**config.mk**
```make
export PLATFORM = sky130hd
export DESIGN_NAME = dds_freq_meter_flat
export DESIGN_NICKNAME = d
export VERILOG_FILES = /design/src/rtl/dds_pkg.sv /design/src/rtl/dds_freq_meter_if.sv /design/src/rtl/dds_hyst_squarer.sv /design/src/rtl/dds_freq_meter.sv /design/src/flat_wrapper.sv
export SDC_FILE = /design/constraint.sdc
export NUM_CORES = 1
export LEC_CHECK = 0
export CAP_MARGIN = 10
export CELL_PAD_IN_SITES_DETAIL_PLACEMENT = 2
export CELL_PAD_IN_SITES_GLOBAL_PLACEMENT = 2
export CORE_MARGIN = 1
export CORE_UTILIZATION = 29
export CTS_CLUSTER_DIAMETER = 100
export DETAILED_ROUTE_END_ITERATION = 10
export PLACE_DENSITY_LB_ADDON = 0.1
export SETUP_SLACK_MARGIN = 0.1
export SLEW_MARGIN = 15
export SYNTH_ARGS = -nofsm -noshare
export SYNTH_HDL_FRONTEND = slang
export SYNTH_SLANG_ARGS = --single-unit
```
**constraint.sdc**
```tcl
create_clock -name clk -period 2.6 [get_ports clk]
set_clock_uncertainty 0.1 [all_clocks]
set_input_delay 0.52 -clock clk [delete_from_list [all_inputs] [get_ports clk]]
set_output_delay 0.52 -clock clk [all_outputs]
set_load 0.1 [all_outputs]
```
**src/rtl/dds_pkg.sv**
```systemverilog
// Shared widths, levels and state encoding for the DDS frequency meter.
package dds_pkg;

  localparam int SINE_W   = 14;
  localparam int KW_W     = 32;
  localparam int MIDSCALE = 8192;

  typedef enum logic [1:0] {
    IDLE,
    ARM,
    MEASURE,
    DONE
  } state_e;

endpackage

```
**src/rtl/dds_freq_meter_if.sv**
```systemverilog
// Sample/control bundle between a DDS sample source and the frequency meter.
interface dds_freq_meter_if;
  import dds_pkg::*;

  logic [SINE_W-1:0] Sine;
  logic              start;
  logic [KW_W-1:0]   KW_est;
  logic              busy;
  logic              done;
  logic              no_signal;

  modport master (
    output Sine,
    output start,
    input  KW_est,
    input  busy,
    input  done,
    input  no_signal
  );

  modport slave (
    input  Sine,
    input  start,
    output KW_est,
    output busy,
    output done,
    output no_signal
  );

endinterface

```
**src/rtl/dds_hyst_squarer.sv**
```systemverilog
// Schmitt-trigger squarer for offset-binary samples. sq_o is the registered
// sign with hysteresis; rc_o flags a rising crossing in the same cycle the
// sample meets the upper threshold.
module dds_hyst_squarer
  import dds_pkg::*;
#(
  parameter int HYST      = 64,
  parameter int MID_LEVEL = MIDSCALE
) (
  input  logic              clk,
  input  logic              rst_n,
  input  logic [SINE_W-1:0] sine_i,
  output logic              sq_o,
  output logic              rc_o
);

  localparam logic [SINE_W-1:0] THR_HI = SINE_W'(MID_LEVEL + HYST);
  localparam logic [SINE_W-1:0] THR_LO = SINE_W'(MID_LEVEL - HYST - 1);

  logic sq_q, sq_d;

  // Samples inside the band (THR_LO, THR_HI) leave the square wave untouched.
  always_comb begin
    sq_d = sq_q;
    if (sine_i >= THR_HI) begin
      sq_d = 1'b1;
    end else if (sine_i <= THR_LO) begin
      sq_d = 1'b0;
    end
  end

  // Square-wave state register.
  always_ff @(posedge clk or negedge rst_n) begin
    if (!rst_n) begin
      sq_q <= 1'b0;
    end else begin
      sq_q <= sq_d;
    end
  end

  assign sq_o = sq_q;
  assign rc_o = sq_d & ~sq_q;

endmodule

```
**src/rtl/dds_freq_meter.sv**
```systemverilog
// Recovers a DDS tuning word by counting rising crossings over a 2^GATE_LOG2
// clock gate that opens on the first crossing after start.
//
//   state   | meaning
//   --------+-------------------------------------------------------------
//   IDLE    | waiting for start
//   ARM     | waiting for the first rising crossing, timeout after gate
//   MEASURE | counting crossings over the gate following the arming edge
//   DONE    | one-cycle result strobe, start ignored
module dds_freq_meter #(
  parameter int GATE_LOG2 = 16,
  parameter int HYST      = 64,
  parameter int MIDSCALE  = 8192
) (
  input logic             clk,
  input logic             rst_n,
  dds_freq_meter_if.slave bus
);
  import dds_pkg::*;

  state_e               state_q, state_d;
  logic [GATE_LOG2-1:0] timer_q, timer_d;
  logic [GATE_LOG2:0]   count_q, count_d;
  logic [GATE_LOG2:0]   count_sat;
  logic [GATE_LOG2:0]   count_meas;
  logic [KW_W-1:0]      kw_q, kw_d;
  logic                 nosig_q, nosig_d;
  logic                 busy_q, done_q;
  logic                 rc;
  logic                 sq_unused;

  dds_hyst_squarer #(
    .HYST      (HYST),
    .MID_LEVEL (MIDSCALE)
  ) u_squarer (
    .clk    (clk),
    .rst_n  (rst_n),
    .sine_i (bus.Sine),
    .sq_o   (sq_unused),
    .rc_o   (rc)
  );

  assign count_sat  = (count_q == '1) ? count_q : count_q + 1'b1;
  assign count_meas = rc ? count_sat : count_q;

  // Next-state and result computation; the timer is a down-counter loaded
  // with 2^GATE_LOG2-1 so terminal count zero marks the last gate cycle.
  always_comb begin
    state_d = state_q;
    timer_d = timer_q;
    count_d = count_q;
    kw_d    = kw_q;
    nosig_d = nosig_q;
    case (state_q)
      IDLE: begin
        if (bus.start) begin
          state_d = ARM;
          timer_d = '1;
        end
      end
      ARM: begin
        if (rc) begin
          state_d = MEASURE;
          timer_d = '1;
          count_d = '0;
        end else if (timer_q == '0) begin
          state_d = DONE;
          kw_d    = '0;
          nosig_d = 1'b1;
        end else begin
          timer_d = timer_q - 1'b1;
        end
      end
      MEASURE: begin
        count_d = count_meas;
        if (timer_q == '0) begin
          state_d = DONE;
          kw_d    = KW_W'(count_meas) << (KW_W - GATE_LOG2);
          nosig_d = (count_meas == '0);
        end else begin
          timer_d = timer_q - 1'b1;
        end
      end
      DONE: begin
        state_d = IDLE;
      end
      default: begin
        state_d = IDLE;
      end
    endcase
  end

  // State, counters and registered outputs.
  always_ff @(posedge clk or negedge rst_n) begin
    if (!rst_n) begin
      state_q <= IDLE;
      timer_q <= '0;
      count_q <= '0;
      kw_q    <= '0;
      nosig_q <= 1'b0;
      busy_q  <= 1'b0;
      done_q  <= 1'b0;
    end else begin
      state_q <= state_d;
      timer_q <= timer_d;
      count_q <= count_d;
      kw_q    <= kw_d;
      nosig_q <= nosig_d;
      busy_q  <= (state_d != IDLE);
      done_q  <= (state_d == DONE);
    end
  end

  assign bus.KW_est    = kw_q;
  assign bus.no_signal = nosig_q;
  assign bus.busy      = busy_q;
  assign bus.done      = done_q;

endmodule
```
**src/flat_wrapper.sv**
```systemverilog
// flat-port wrapper written by rule: the top's interface ports become plain ports
module dds_freq_meter_flat import dds_pkg::*;
#(
  parameter int GATE_LOG2 = 16,
  parameter int HYST      = 64,
  parameter int MIDSCALE  = 8192
)
  (clk, rst_n, bus_Sine, bus_start, bus_KW_est, bus_busy, bus_done, bus_no_signal);
  dds_freq_meter_if bus_i ();
  input logic clk;
  input logic rst_n;
  input wire logic [$bits(bus_i.Sine)-1:0] bus_Sine;
  input wire logic [$bits(bus_i.start)-1:0] bus_start;
  output wire logic [$bits(bus_i.KW_est)-1:0] bus_KW_est;
  output wire logic [$bits(bus_i.busy)-1:0] bus_busy;
  output wire logic [$bits(bus_i.done)-1:0] bus_done;
  output wire logic [$bits(bus_i.no_signal)-1:0] bus_no_signal;
  assign bus_i.Sine = bus_Sine;
  assign bus_i.start = bus_start;
  assign bus_KW_est = bus_i.KW_est;
  assign bus_busy = bus_i.busy;
  assign bus_done = bus_i.done;
  assign bus_no_signal = bus_i.no_signal;
  dds_freq_meter #(.GATE_LOG2(GATE_LOG2), .HYST(HYST), .MIDSCALE(MIDSCALE)) u_core (.clk(clk), .rst_n(rst_n), .bus(bus_i));
endmodule
```
======== Word-level counts from Yosys, hierarchy flattened ========
Cells that the tools add are included.
word-level totals
  flip-flop bits (word level) ............. 71
  input port bits ......................... 17
  word-level logic and storage cells ...... 55
cells by class
  add/sub/neg operators ................... 2
  order comparisons ....................... 2
  equality and inequality tests ........... 10
  muxes and demuxes ....................... 22
  bitwise gates (word level) .............. 2
  reductions and logical operators ........ 9
operator list
  cell                   number
  $mux 32                3
  $pmux 32 s2            1
  $mux 17                3
  $mux 16                3
  $pmux 16 s3            1
  $pmux 17 s2            1
  $add 17x1->17 const B  1
  $eq 17x17->1 const B   1
  $logic_not 17->1       1
  $logic_not 16->1       1
  $sub 16x1->16 const B  1
  $ge 14x14->1 const B   1
  $le 14x13->1 const B   1
  $pmux 2 s4             1
  $eq 2x2->1 const B     3
  $mux 2                 3
  $ne 2x1->1 const B     3
  $mux 1                 5
  $ne 2x2->1 const B     2
  $reduce_and 2->1       2
  $reduce_and 4->1       1
  $reduce_bool 2->1      2
  $reduce_bool 3->1      1
  $eq 2x1->1 const B     1
  4 further kinds        4

======== Depth between registers and ports, before layout ========
Gate-level depths: netlist (run 1).
  depth after elaboration ................. 8
  depth in mapped cells ................... 9
  mapped depth without buffers ............ 8

======== Hierarchy ========
From an unflattened synthesis (run 1), not the netlist that was laid out.
second synthesis, totals
  cells, all modules ...................... 403
  area total of the unflattened synthesis .. 3448.3 um2
by module, submodules not included
  module            times used  cells an instance  area an instance (um2)  seq. area each (um2)
  dds_freq_meter    1           394                3368.2                  1351.3
  dds_hyst_squarer  1           9                  80.1                    25.0

======== Least setup slack after synthesis (run 1) ========
No wires, ideal clock.
  kind .................................... reg-to-reg
  start point ............................. register u_core.timer_q[0]
  end point ............................... register u_core.kw_q[18], in the netlist u_core.bus.KW_est[18]
  library setup time ...................... 83 ps
  data arrival time ....................... 2425 ps
  data required time ...................... 2417 ps
  setup slack ............................. -8 ps
  cell stages (with the launch flop) ...... 9
  path buffers ............................ 1
  period minus slack after synthesis ...... 2608 ps
  cells stage by stage .................... dfrtp_1 > inv_1 > ha_1 > or4b_2 > or4_1 > a211oi_1 > nand2_1 > clkbuf_1 > o21ai_0
between the ends
  word-level cells in the longest chain between the ends .. 3
  elaborated cells on any way between the ends .. 4
  those cells by class .................... eq/ne (2); reduce/logical (2)
RTL lines
  what                                   line                                        text
  from (decl)                            dds_freq_meter.sv:22                        logic [GATE_LOG2-1:0] timer_q, timer_d;
  from (signal assigned)                 dds_freq_meter.sv:105                       timer_q <= timer_d;
  $logic_not 16->1 (*)                   dds_freq_meter.sv:66, dds_freq_meter.sv:76
  $ne 2x1->1 (no source line)            -
  $reduce_and 4->1 (no source line) (*)  -
  to (signal assigned)                   dds_freq_meter.sv:107                       kw_q <= kw_d;
  to (decl)                              dds_freq_meter.sv:26                        logic [KW_W-1:0] kw_q, kw_d;
Mark *: on every way between the ends. The rest lies on a longest branch, timed or not.
A chain may end at the register's enable or synchronous reset.

======== Worst setup path in the final report (run 1) ========
  start point ............................. register u_core.timer_q[4]
  end point ............................... register u_core.nosig_q, in the netlist u_core.bus.no_signal
between the ends
  word-level cells in the longest chain between the ends .. 3
  elaborated cells on any way between the ends .. 4
  those cells by class .................... eq/ne (2); reduce/logical (2)
RTL lines
  what                                   line                                        text
  $logic_not 16->1 (*)                   dds_freq_meter.sv:66, dds_freq_meter.sv:76
  $ne 2x1->1 (no source line)            -
  $reduce_and 4->1 (no source line) (*)  -
  to (signal assigned)                   dds_freq_meter.sv:108                       nosig_q <= nosig_d;
  to (decl)                              dds_freq_meter.sv:27                        logic nosig_q, nosig_d;
Marks and branches as above.

==> results of run 1 <==
[power breakdown]
group	internal [mW]	switching [mW]	total (mW)
Sequential	1.02	0.132	1.15
Combinational	0.852	1.18	2.03
Clock	0.412	0.321	0.733
[timing repair]
| item | CTS | global route |
|---|---|---|
| pin swaps | 10 | 12 |
| resized for setup | 35 | 7 |
| hold buffers | 0 | 0 |
| setup endpoints to repair | 44 | 24 |
| buffers inserted | 5 | 5 |
| endpoints found under the hold margin | 0 | 0 |
[layout by cell type, fill, tap and decap left out, types with 4 or more instances in the layout]
cell            n
buf_4          93
o21ai_0        32
xor2_1          6
nor2_1         23
ha_1            6
dlygate4sd2_1   4
nand3_1         7
or4_4           6
xnor2_1        10
clkbuf_16       5
a31oi_1         8
a22o_1          4
o21ai_1        16
nand2_1        51
mux2i_1         4
conb_1         16
or2_2           5
nor3_1          8
nor4_1          8
dfrtp_1        55
buf_12          4
nand4_1         8
o31ai_1         4
a2bb2oi_1       4
inv_1          18
o22a_1          7
a21oi_1        18
[cell families after synthesis]
logic type               count (synthesis)  share of synthesized area
buffers and inverters                   58                     0.0826
XOR/XNOR                                16                     0.0413
flip-flops                              55                      0.405
multiplexers                             5                     0.0151
other                                    1                    0.00110
adder cells (fa/ha/maj)                  6                     0.0221
AO/OA/AOI/OAI                          119                      0.225
AND/OR/NAND/NOR                        141                      0.207
[layer usage]
layer | track usage | routed length, um
met1 | 0.236 | 4750
met2 | 0.404 | 6480
met5 | 0 | 0
met4 | 0.0536 | 122
met3 | 0.0282 | 194
[per-stage QoR]
stage               utilization  cells  setup TNS (ps)  instance area [sq um]
floorplan                     -    416               0                   3480
global placement          0.372    620          -13150                   4250
detailed placement        0.372    620          -15220                   4250
CTS                       0.398    633               0                   4540
global route              0.403    637               0                   4600
finish                    0.403    637               0                   4600
[flip-flops by register name, indices dropped and copies added (netlist names)]
register               cells
u_core.count_q            17
u_core.bus.KW_est         16
u_core.timer_q            16
u_core.state_q             2
u_core.bus.busy            1
u_core.bus.done            1
u_core.bus.no_signal       1
u_core.u_squarer.sq_o      1
[layout make-up]
class / instances / area (sq um)
clock buffer: 8 / 156
fill: 1313 / 6820
inverter: 20 / 75.1
multi-input combinational: 303 / 1940
sequential: 55 / 1380
tap: 143 / 179
timing repair buffer: 108 / 870
[worst paths after layout]
check,start,endpoint,slack [ps],cells past startpoint
worst max-delay path,u_core.timer_q[4],u_core.bus.no_signal,140,6
worst min-delay path,rst_n,u_core.bus.KW_est[29],40,1
worst max register to register,u_core.timer_q[4],u_core.bus.no_signal,140,6
worst min register to register,u_core.bus.KW_est[24],u_core.bus.KW_est[24],390,2
max in group asynchronous,rst_n,u_core.bus.KW_est[18],1720,2
min in group clk,u_core.bus.KW_est[24],u_core.bus.KW_est[24],390,2
==> run summary, run 1 <==
status: completed
drt total wl: 11.6 mm
Final nets: 516
worst path cell trace: or4_4 > or3_4 > a2111o_1 > a2111oi_4 > o2111ai_2 > o21ai_1
RSZ-0062 raised after global routing: yes
global-route wire length before repair: 18.8 mm
Async S/R FF share, synth: 1.00
Max Fanout on Critical Path: 3
Commonest cells post-synth: 55 x dfrtp_1, 52 x nand2_1, 35 x o21ai_0, 24 x nor2_1, 20 x inv_1
Crit path required time: 2730 ps
clk slew on worst S/H paths: 70 ps
nature of the critical path startpoint: flop
Max IR drop VDD: 0.482 mV
Min Hold Slack: 36.8 ps
TritonCTS clock tree: done
Seq/Total Area, Yosys: 0.405
number of synthesized flops with an enable pin: 0
Rows: 39
Routed Antenna Nets: 0
Syn-to-layout area delta: 35.5%
GP Congestion: 0.817
Initial Util: 0.297
CP Buf/Inv Count: 0
count leader, synth: dfrtp_1
Mapped Cells: 401
top cells by area, synth: dfrtp_1 41%, nand2_1 5.8%, o21ai_0 5.2%
Mapped Avg Cell Area: 8.47 sq um
Design Power: 3.92 mW
Global Route Usage Sum: 0.208
Slew headroom: 0.540
CP endpoint kind: flop
Max-cap violations: 0
HP Class: input port to asynchronous set/reset pin
Die Ht: 110 um
H-tree levels: 2
share of cells above drive strength 1: 0.281
Initial DRC Count: 80
clock sinks: 55
max-slew violations: 0
Leakage: 1.97 nW
post-synthesis cell type count: 55
DR WL/cell: 18.1 um
Root Buffer: clkbuf_16
Final Hold Fails: 0
drt via density: 5.22
Die Area: 12100 sq um
#FFs+latches synth: 55
Horiz. Die Dim: 110 um
synthesized area: 3390 sq um
Ys Warns: 0
Detailed Routing Iterations Pass 1: 4
IO Pins: 52
post-synth top area share: 0.405
critical path data arrival time: 2600 ps
Final Setup Violations: 0
post-route minimum period: 2460 ps
placeable core region: 11400 sq um
total grt overflow: 0
initial antenna violation count: 0
DRC: 0
vias in the first global route: 3552
Crit path largest cell delay: 560 ps
fin crit share: 0.947
largest net degree at the start of global routing: 22
Slew @ Worst Pin: 685 ps
Crit Path Class: flop to flop
total CTS buffers: 5
dpl hpwl: 8.72 mm
n_diodes: 0
area leader, netlist: dfrtp_1
clock buffer depth: 2
Worst-Skew Late Latency: 310 ps
pwr dens: 851 nW/um^2
Placement Setup Slack: -475 ps
CP max stage cell: or4_4
ys flop type: dfrtp_1
final worst slack: 137 ps
cell family with most CP delay: compound AO/OA/AOI/OAI gates
routed via count: 3326
FMAX: 0.406 GHz
I/O Buffers: 29
(Power assumes the default switching activity.)
==> inputs of run 2 (changes only) <==
ABC_AREA = 1   (was default)
CORE_UTILIZATION = 28   (was 29)
==> run 2 against run 1 <==
Critical path depth increased by 7. Area after synthesis is 7.7% higher. Synthesized cell count increased by 31%. Flip-flop and latch count did not move. First-iteration DRC count fell by 23%. Clock power hardly changed. Worst setup slack improved by 180 ps. Combinational power fell by 15%. Global-route usage decreased by 1.3 points. Register-to-register slack improved by 210 ps.
==> run summary, run 2 <==
Commonest cells post-synth: 150 x nand2_1, 66 x inv_1, 55 x dfrtp_1, 55 x nor2_1, 34 x o21ai_0
DRC: 0 (unchanged)
Max-cap violations: 0 (unchanged)
#FFs+latches synth: 55 (unchanged)
area leader, netlist: dfrtp_1
Met2 Routed Length: 6.34 mm (-2.2%)
Setup Buffers After CTS: 0 (-5)
synthesized area: 3650 sq um (+7.7%)
Min Hold Slack: 151 ps (+114 ps)
Max IR drop VDD: 0.356 mV (-26%)
Largest register FFs: 17 (unchanged)
Detailed Routing Iterations Pass 1: 4 (unchanged)
HP Class: input port to asynchronous set/reset pin
initial antenna violation count: 0 (unchanged)
GP Congestion: 0.840 (+2.7%)
placeable core region: 12700 sq um (+11%)
Seq pwr share: 0.320 (+0.025)
Leakage: 2.05 nW (+4.4%)
# hold bufs at CTS: 0 (unchanged)
Final Instance Area: 4350 sq um (-5.4%)
Async S/R FF share, synth: 1.00 (unchanged)
TritonCTS clock tree: done
top layer in use: met4
total CTS buffers: 5 (unchanged)
Slew @ Worst Pin: 673 ps (-12.2 ps)
total grt overflow: 0 (unchanged)
Worst-Skew Late Latency: 300 ps (about the same)
post-synth top area share: 0.377 (-0.0289)
I/O Buffers: 29 (unchanged)
largest net degree at the start of global routing: 30 (+36%)
clk slew on worst S/H paths: 70 ps (about the same)
CP endpoint kind: flop
Die Area: 13500 sq um (+11%)
Mapped Avg Cell Area: 6.96 sq um (-18%)
Seq/Total Area, Yosys: 0.377 (-0.0289)
final cell count without fillers: 742 (+16%)
Root Buffer: clkbuf_16
RSZ-0062 raised after global routing: no
Comb power frac: 0.477 (-0.041)
count leader, synth: nand2_1
Crit Path Class: input port to flop
n_diodes: 0 (unchanged)
share of cells above drive strength 1: 0.139 (-0.143)
Ys Warns: 0 (unchanged)
Final Hold Fails: 0 (unchanged)
Initial Util: 0.288 (-0.00885)
status: completed
Placed Area: 4190 sq um (-1.4%)
internal power: 1.96 mW (-14%)
DR WL met3: 150 um (-23%)
routed via count: 3554 (+6.9%)
drt total wl: 12.1 mm (+5.0%)
clock buffer depth: 2 (unchanged)
Placement Setup Slack: -32.0 ps (+443 ps)
vias in the first global route: 3891 (+9.5%)
Design Power: 3.60 mW (-7.9%)
global-route wire length before repair: 20.1 mm (+7.0%)
top cells by area, synth: dfrtp_1 38%, nand2_1 15%, inv_1 6.8%
Syn-to-layout area delta: 19.1%
dpl hpwl: 9.58 mm (+9.9%)
H-tree levels: 2 (unchanged)
Max Fanout on Critical Path: 15 (+12)
drt via density: 4.79 (-8.3%)
Horiz. Die Dim: 116 um (+5.5%)
Crit path required time: 2730 ps (about the same)
pwr dens: 828 nW/um^2 (-2.7%)
FMAX: 0.437 GHz (+7.7%)
number of synthesized flops with an enable pin: 0 (unchanged)
Die Ht: 116 um (+5.5%)
DR WL/cell: 16.3 um (-9.9%)
setup TNS: 0 ps (unchanged)
critical path data arrival time: 2420 ps (-180 ps)
ys flop type: dfrtp_1
Final nets: 592 (+15%)
Slew headroom: 0.552 (+0.0116)
IO Pins: 52 (unchanged)
Initial DRC Count: 62 (-23%)
Rows: 41 (+5.1%)
most frequent cells in the layout: 150 x nand2_1, 66 x inv_1, 55 x nor2_1, 55 x dfrtp_1, 35 x buf_4
Largest Register: u_core.count_q
Inst Count DP: 734 (+18%)
Final Core Density: 0.343 (-0.0594)
post-synthesis cell type count: 38 (-31%)
Psw: 1.65 mW (+0.94%)
final worst slack: 314 ps (+176 ps)
Post-CTS Resized: 0 (-100%)
Routed Antenna Nets: 0 (unchanged)
fin crit share: 0.879 (-0.0678)
max-slew violations: 0 (unchanged)
clock network fraction of total power: 0.203 (+0.016)
clock sinks: 55 (unchanged)
Global Route Usage Sum: 0.195 (-0.0126)
M1 WL: 5.42 mm (+14%)
commonest non-fill, non-tap cell in the layout: nand2_1
post-route minimum period: 2290 ps (-176 ps)
fillers: 1553 (+18%)
Sw Share: 0.457 (+0.0402)
nature of the critical path startpoint: input port
Final Setup Violations: 0 (unchanged)
Mapped Cells: 525 (+31%)
[run 2: cell types whose count changed in the layout (fill, tap and decap cells not counted), sizes merged, moves of 10 or more]
cell   before  now
o22ai       2   12
nand2      52  157
buf       101   41
inv        20   71
nor2       24   63
nand3       8   30
[run 2: worst paths after layout]
path / from / to / slack (ps) / depth (start not counted)
setup / recovery: bus_Sine[7] / u_core.bus.no_signal / 310 / 13
hold / removal: rst_n / u_core.bus.KW_est[31] / 150 / 1
setup reg to reg: u_core.state_q[0] / u_core.timer_q[1] / 350 / 7
hold reg to reg: u_core.bus.KW_est[16] / u_core.bus.KW_est[16] / 400 / 2
max in group asynchronous: rst_n / u_core.bus.no_signal / 1630 / 2
min in group clk: u_core.bus.KW_est[16] / u_core.bus.KW_est[16] / 400 / 2
[run 2: metal layers]
metal,vias to the layer above,global-route usage
li1,1729,-
met1,1792,0.239
met2,21,0.360
met3,12,0.0223
met4,0,0.0538
met5,-,0
[run 2: layout make-up]
type | count | area, sq um | share of cell area
Timing Repair Buffer | 50 | 458 | 0.105
Clock buffer | 7 | 153 | 0.0351
Multi-Input combinational cell | 384 | 1870 | 0.429
Tap cell | 172 | 215 | 0.0495
Inverter | 73 | 274 | 0.0630
Clock inverter | 1 | 7.51 | 0.00173
Sequential cell | 55 | 1380 | 0.316
[run 2: cells by family after synthesis]
logic type | synth area share
flip-flops | 0.377
other | 0.00103
AND/OR/NAND/NOR | 0.332
adder cells (fa/ha/maj) | 0.0205
XOR/XNOR | 0.0216
AO/OA/AOI/OAI | 0.120
buffers and inverters | 0.128
[run 2: power groups by stage]
stage / sequential [mW] / clock (mW) / combinational (mW)
finish: 1.15 / 0.731 / 1.72
global route: 1.18 / 0.796 / 1.91
CTS: 1.16 / 0.765 / 1.75
detailed placement: 1.17 / 0 / 1.74
global placement: 1.17 / 0 / 1.66
floorplan: 1.22 / 0 / 1.04
[run 2: worst max-delay path: stages]
cell             delay (ps)
clkdlybuf4s50_1         480
nand2_1                  60
nor2_1                  120
nand2_1                  70
nand2_2                  80
nand3b_4                100
buf_12                  170
nand2_1                  60
a21boi_1                270
nand2_1                 100
nor2_1                  110
nand3_1                 130
a21oi_2                 140
